**src/rtl/regfile_cmd_master.sv**
```systemverilog
// Command-driven initiator for a 32x32 2R/1W register file.
// Runs READ/WRITE/COPY/SWAP and returns the pre-command register contents.
module regfile_cmd_master #(
  parameter int ADDR_W  = 5,
  parameter int DATA_W  = 32,
  parameter bit ZERO_RO = 1'b1
) (
  input  logic              clk,
  input  logic              reset_n,
  input  logic              cmd_valid,
  output logic              cmd_ready,
  input  logic [1:0]        cmd_op,
  input  logic [ADDR_W-1:0] cmd_addr_a,
  input  logic [ADDR_W-1:0] cmd_addr_b,
  input  logic [DATA_W-1:0] cmd_wdata,
  output logic [ADDR_W-1:0] rf_ra1,
  output logic [ADDR_W-1:0] rf_ra2,
  input  logic [DATA_W-1:0] rf_rd1,
  input  logic [DATA_W-1:0] rf_rd2,
  output logic              rf_we,
  output logic [ADDR_W-1:0] rf_wa,
  output logic [DATA_W-1:0] rf_wd,
  output logic              rsp_valid,
  input  logic              rsp_ready,
  output logic [DATA_W-1:0] rsp_data1,
  output logic [DATA_W-1:0] rsp_data2,
  output logic              rsp_wskip
);

  typedef enum logic [2:0] {IDLE, RD, WR1, WR2, RESP} state_t;
  typedef enum logic [1:0] {OP_READ, OP_WRITE, OP_COPY, OP_SWAP} op_t;

  state_t              state, state_nxt;
  op_t                 op_q;
  logic [ADDR_W-1:0]   a_q, b_q;
  logic [DATA_W-1:0]   wdata_q, d1_q, d2_q;
  logic                wskip_q;
  logic                wr_active;
  logic                wr_zero;

  // NOTE: sequential state uses non-blocking assignments so every register
  // samples pre-edge values regardless of process ordering.
  always_ff @(posedge clk or negedge reset_n) begin
    if (!reset_n) state <= IDLE;
    else          state <= state_nxt;
  end

  always_comb begin
    state_nxt = state;
    case (state)
      IDLE:    if (cmd_valid) state_nxt = RD;
      RD:      state_nxt = (op_q == OP_READ) ? RESP : WR1;
      WR1:     state_nxt = (op_q == OP_SWAP) ? WR2 : RESP;
      WR2:     state_nxt = RESP;
      RESP:    if (rsp_ready) state_nxt = IDLE;
      default: state_nxt = IDLE;
    endcase
  end

  // NOTE: every output gets a default first so no path through the case
  // leaves a signal unassigned (which would infer a latch).
  always_comb begin
    cmd_ready = 1'b0;
    rsp_valid = 1'b0;
    wr_active = 1'b0;
    rf_wa     = '0;
    rf_wd     = '0;
    case (state)
      IDLE: cmd_ready = 1'b1;
      WR1: begin
        wr_active = 1'b1;
        case (op_q)
          OP_COPY: begin rf_wa = b_q; rf_wd = d1_q;    end
          OP_SWAP: begin rf_wa = a_q; rf_wd = d2_q;    end
          default: begin rf_wa = a_q; rf_wd = wdata_q; end
        endcase
      end
      WR2: begin
        wr_active = 1'b1;
        rf_wa     = b_q;
        rf_wd     = d1_q;
      end
      RESP:    rsp_valid = 1'b1;
      default: ;
    endcase
  end

  // Write enable is decoded, not registered, so an async reset kills it at once.
  assign wr_zero = ZERO_RO && (rf_wa == '0);
  assign rf_we   = wr_active && !wr_zero;

  always_ff @(posedge clk or negedge reset_n) begin
    if (!reset_n) begin
      op_q    <= OP_READ;
      a_q     <= '0;
      b_q     <= '0;
      wdata_q <= '0;
      d1_q    <= '0;
      d2_q    <= '0;
      wskip_q <= 1'b0;
    end else begin
      if (state == IDLE && cmd_valid) begin
        op_q    <= op_t'(cmd_op);
        a_q     <= cmd_addr_a;
        b_q     <= cmd_addr_b;
        wdata_q <= cmd_wdata;
        wskip_q <= 1'b0;
      end
      if (state == RD) begin
        d1_q <= rf_rd1;
        d2_q <= rf_rd2;
      end
      // Sticky across WR1/WR2 so a suppressed first SWAP write is still reported.
      if (wr_active && wr_zero) wskip_q <= 1'b1;
    end
  end

  assign rf_ra1    = a_q;
  assign rf_ra2    = b_q;
  assign rsp_data1 = d1_q;
  assign rsp_data2 = (op_q == OP_WRITE) ? wdata_q : d2_q;
  assign rsp_wskip = wskip_q;

endmodule
```
**config.mk**
```make
export PLATFORM = sky130hd
export DESIGN_NAME = regfile_cmd_master
export DESIGN_NICKNAME = d
export VERILOG_FILES = /design/src/rtl/regfile_cmd_master.sv
export SDC_FILE = /design/constraint.sdc
export NUM_CORES = 1
export LEC_CHECK = 0
export CAP_MARGIN = 20
export CORE_AREA = 8 8 126 116
export DETAILED_ROUTE_END_ITERATION = 8
export DIE_AREA = 0 0 134 124
export PLACE_DENSITY = 0.87
export SLEW_MARGIN = 20
export SYNTH_ARGS = -nofsm -noshare
export SYNTH_HDL_FRONTEND = slang
export SYNTH_SLANG_ARGS = --single-unit
```
**constraint.sdc**
```tcl
create_clock -name clk -period 3.7 [get_ports clk]
set_clock_uncertainty 0.15 [all_clocks]
set_input_delay 0.74 -clock clk [delete_from_list [all_inputs] [get_ports clk]]
set_output_delay 0.74 -clock clk [all_outputs]
set_load 0.005 [all_outputs]
```
* Word-level counts from Yosys, hierarchy flattened
Index checks and enable logic that the tools add are counted.
** Operators by class
- Add/sub/neg operators :: 0
- Multiply operators :: 0
- Div/mod/pow operators :: 0
- Order comparisons :: 0
- Eq/ne operators :: 9
- Shifts and indexed selects :: 0
- Muxes and demuxes :: 15
- Bitwise gates (word level) :: 0
- Reductions and logical operators :: 10
** Operator list (count)
- case mux 32 bit (2 select lines) :: 2
- two-way mux 32 bit :: 1
- case mux 3 bit (5 select lines) :: 1
- two-way mux 3 bit :: 4
- case mux 5 bit (2 select lines) :: 1
- == test 3 x 2 -> 1 bit (second input constant) :: 2
- logical NOT 5 bit :: 1
- two-way mux 1 bit :: 5
- two-way mux 5 bit :: 1
- == test 2 bit (second input constant) :: 2
- != test 2 bit (second input constant) :: 2
- == test 3 x 1 -> 1 bit (second input constant) :: 1
- == test 3 bit (second input constant) :: 1
- logical AND 1 bit :: 3
- logical NOT 3 bit :: 1
- == test 2 x 1 -> 1 bit (second input constant) :: 1
- logical NOT 2 bit :: 1
- AND reduction 2 bit :: 1
- nonzero test 2 bit :: 1
- OR reduction 2 bit :: 1
- logical NOT 1 bit :: 1
** Word-level totals
- Register bits after elaboration :: 112
- Latch bits :: 0
- Memory bits (writable) :: 0
- ROM bits :: 0
- Word-level logic and storage cells :: 42
- Memories :: 0

* Depth between registers and ports, before layout
- Depth after elaboration :: 6
- Gate-level depth with buffers :: 7
- Mapped depth without buffers :: 4

* Worst setup path after synthesis
OpenSTA, ideal clock, no wires.
- Path type :: reg-to-output
- Start point :: register op_q[1]
- End point :: output port rsp_data2[10]
- Data arrival time :: 1321 ps
- Required time :: 2810 ps
- Path slack :: 1489 ps
- Cell stages (with the launch flop) :: 5
- Buffers on the path :: 2
- Path through :: dfrtp_1 > buf_4 > nor2_1 > buf_2 > mux2_2
** On the way
- Longest elaborated chain between the ends :: 2
** Ends and longest elaborated chain
- from (decl) :: RTL line 34 : op_t op_q;
- from (signal assigned) :: RTL line 103 : op_q <= op_t'(cmd_op);
- == test 2 x 1 -> 1 bit :: RTL line 121 : assign rsp_data2 = (op_q == OP_WRITE) ? wdata_q : d2_q;
- two-way mux 32 bit :: RTL line 121
- to (decl) :: RTL line 26 : output logic [DATA_W-1:0] rsp_data2,
Every way passes these cells.

* Final worst setup path
- Start point :: register state[1]
- End point :: output port rf_wd[3]
** On the way
- Longest elaborated chain between the ends :: 2
- Elaborated cells on any way between the ends :: 3
- Classes of those cells :: eq/ne: 2; mux: 1
** Ends and longest elaborated chain
- from (decl) :: RTL line 33 : state_t state, state_nxt;
- from (signal assigned) :: RTL line 45 : else state <= state_nxt;
- == test 3 x 2 -> 1 bit :: RTL line 68 : case (state)
- case mux 32 bit (2 select lines) (*) :: RTL line 68
- to (decl) :: RTL line 22 : output logic [DATA_W-1:0] rf_wd,
Every way passes the cells marked *; elsewhere a longest branch is shown, timed or not.

==> run summary <==
CTS H-tree lvls: 3
Port Buffer Count: 226
Pins Over Slew Limit: 0
num ports: 227
crit path launch: state[1]
GRT overflow: 0
HP Class: input port to async pin
outcome: finished clean
CP Buf/Inv Count: 2
min Tclk post-route: 3510 ps
P_leak: 3.57 nW
worst skew pair latency: 350 ps
dpl hpwl: 12500 microns
Peak VDD IR: 0.000880 V
Synth Instances: 386
largest net degree at the start of global routing: 63
Die Height: 124 microns
CP Capture Type: output port
CTS Buf Count: 9
DRT Pass-1 Iters: 4
Critical Path AT: 2620 ps
n_diodes: 0
# rows: 39
Post-Layout Inst Area: 8450 sq um
routed length on met2: 8400 microns
Placed Cells: 759
end of the worst register-to-register path: d2_q[14]
Worst Max-Slew Pin Slew: 686 ps
fin crit share: 95.0%
nets: 718
worst setup path end: rf_wd[3]
drt wl/cell: 21.8 microns
initial antenna violation count: 0
#FFs+latches synth: 112
worst-path maximum fanout: 19
Crit path depth: 5
Yosys Warn Count: 0
endpoints failing setup: 0
area growth from synthesis to layout: 44.8%
Crit-path slowest cell: clkdlybuf4s50_1
share of layout cells above drive strength 1: 28.3%
Die Width: 134 microns
Worst R2R Path Depth: 4
r2r setup slk: 1360 ps
PwrDens: 896 nW/um^2
unrepaired setup endpoints after global routing: false
routed wl met3: 1220 microns
placement-stage cell area: 8150 sq um
Distinct cells, synth: 30
DR top layer: met4
CTS Hold Buffers Added: 0
Slew HR: 54.3%
Worst-path clk slew: 70 ps
first-pass GRT wire length: 26600 microns
vias: 4154
Worst Setup Slack, final: 186 ps
fmax: 285 MHz
die area: 16600 sq um
Placer Congestion: 0.811
Met1 Wirelength: 7050 microns
Data required, critical path: 2810 ps
mapped cell area: 5830 sq um
initial core utilization: 46.9%
Post CTS Setup Buffer Count: 0
Post-Syn Nets: 498
crit start category: flip-flop
post-cts resize count: 0
Crit path largest cell delay: 520 ps
vias in the first global route: 4614
setup_tns: 0 ps
max cap viols: 0
Final Hold Viols: 0
# DRC: 0
Root Driver: clkbuf_16
final non-filler cell total: 775
pre-CTS WS: 557 ps
CTS tree: yes
WS Path Type: flip-flop to output port
Top delay family on crit path: simple AND/OR/NAND/NOR gates
sequential fraction of the synthesis area: 48.0%
Crit Reg-Reg Startpoint: state[0]
via/cell ratio: 5.36
number of DRC markers in iteration 0: 217
gr usage total: 20.5%
Clock Sink Count: 112
Core ar.: 12400 sq um
Detailed Route WL: 16900 microns
crit-path cells: nand2b_1 > nor2_4 > buf_12 > a221o_1 > clkdlybuf4s50_1
DRT antenna net count: 0
fin util: 67.9%
Avg Inst Size Synth: 15.1 sq um
Max Root-Sink Buffers: 2
-- cell usage after synthesis, drive strengths merged --
cell	n	area, sq um
mux2	139	1930
dfrtp	112	2800
and2	34	215
a221o	32	320
buf	27	288
nor2	10	40.0
mux2i	5	50.1
inv	4	15.0
nor3	4	47.5
a21oi	3	26.3
nand2	3	11.3
nand2b	3	18.8
o21ai	3	15.0
or4	2	15.0
a2bb2oi	1	8.76
a32o	1	10.0
nand4b	1	8.76
nor2b	1	6.26
o2bb2ai	1	8.76
-- final cells by class --
cell class,count,area [sq um]
well taps,164,205
clock buffers,9,225
inverters,4,15.0
flip-flops and latches,112,2800
clock inverters,7,72.6
fillers,869,4000
repair buffers,236,2380
multi-input cells,243,2740
-- worst min-delay path by stage --
stage,start,to,slack (ps),cells after the start
after floorplan,reset_n,d2_q[0],290,0
final,reset_n,wdata_q[30],260,1
after global routing,reset_n,wdata_q[30],310,1
after CTS,reset_n,wdata_q[30],280,1
after detailed placement,state[2],state[1],350,1
after global placement,state[2],state[1],330,1
-- through the flow --
step / total power [W] / hold slack (ps)
2_1_floorplan: 0.00478 / 294
3_3_place_gp: 0.00650 / 333
3_5_place_dp: 0.00662 / 346
4_1_cts: 0.00765 / 279
5_1_grt: 0.00799 / 311
6_report: 0.00757 / 261
-- cells in the final DEF (no fill, tap or decap) --
| master | netlist | final |
|---|---|---|
| bufinv_16 | 0 | 1 |
| mux2i_1 | 5 | 5 |
| nor3_2 | 1 | 1 |
| a2bb2oi_1 | 1 | 1 |
| and2_4 | 1 | 2 |
| mux2_4 | 96 | 96 |
| dfrtp_1 | 112 | 112 |
| nor2_1 | 9 | 8 |
| a221o_1 | 32 | 32 |
| clkinvlp_4 | 0 | 2 |
| and2_0 | 29 | 29 |
| mux2_1 | 1 | 1 |
| nor3_4 | 2 | 2 |
| buf_4 | 1 | 7 |
| or4_1 | 2 | 2 |
| buf_12 | 5 | 4 |
| a21oi_1 | 2 | 2 |
| inv_1 | 4 | 4 |
| o21ai_0 | 3 | 3 |
| o2bb2ai_1 | 1 | 1 |
| a21oi_4 | 1 | 1 |
| nand2_1 | 3 | 3 |
| clkinv_2 | 0 | 2 |
| nand4b_1 | 1 | 1 |
| clkinv_4 | 0 | 2 |
| nor2b_1 | 1 | 1 |
| and2_1 | 4 | 3 |
| clkbuf_16 | 0 | 9 |
| mux2_2 | 42 | 42 |
| clkdlybuf4s50_1 | 0 | 225 |
| a32o_1 | 1 | 1 |
| nor3_1 | 1 | 1 |
| nor2_4 | 0 | 2 |
| nand2b_1 | 3 | 3 |
-- logic make-up (layout without fill, tap and decap cells) --
kind of cell,after synthesis,in the layout,synth area share [%]
DFF,112,112,48.0
muxes,144,144,33.9
buffers and inverters,31,256,5.19
AOI/OAI and AO/OA,41,41,6.67
and+or+nand+nor,58,58,6.22
-- routing by layer --
layer / up-vias / track usage (%)
li1: 1857 / -
met1: 2126 / 24.8
met2: 151 / 34.7
met3: 20 / 7.42
met4: 0 / 4.63
met5: - / 0
-- state kept, by name (all words and copies together) (netlist names) --
name       cells
rsp_wskip      1
d2_q          32
rf_ra1         5
rsp_data1     32
state          3
op_q           2
wdata_q       32
rf_ra2         5
-- power by group --
part	internal [W]	switching [W]	total, W
sequential	0.00187	0.000588	0.00245
combinational	0.00277	0.00136	0.00414
clock	0.000525	0.000456	0.000981
No activity file was read; power rests on OpenSTA's default activity.
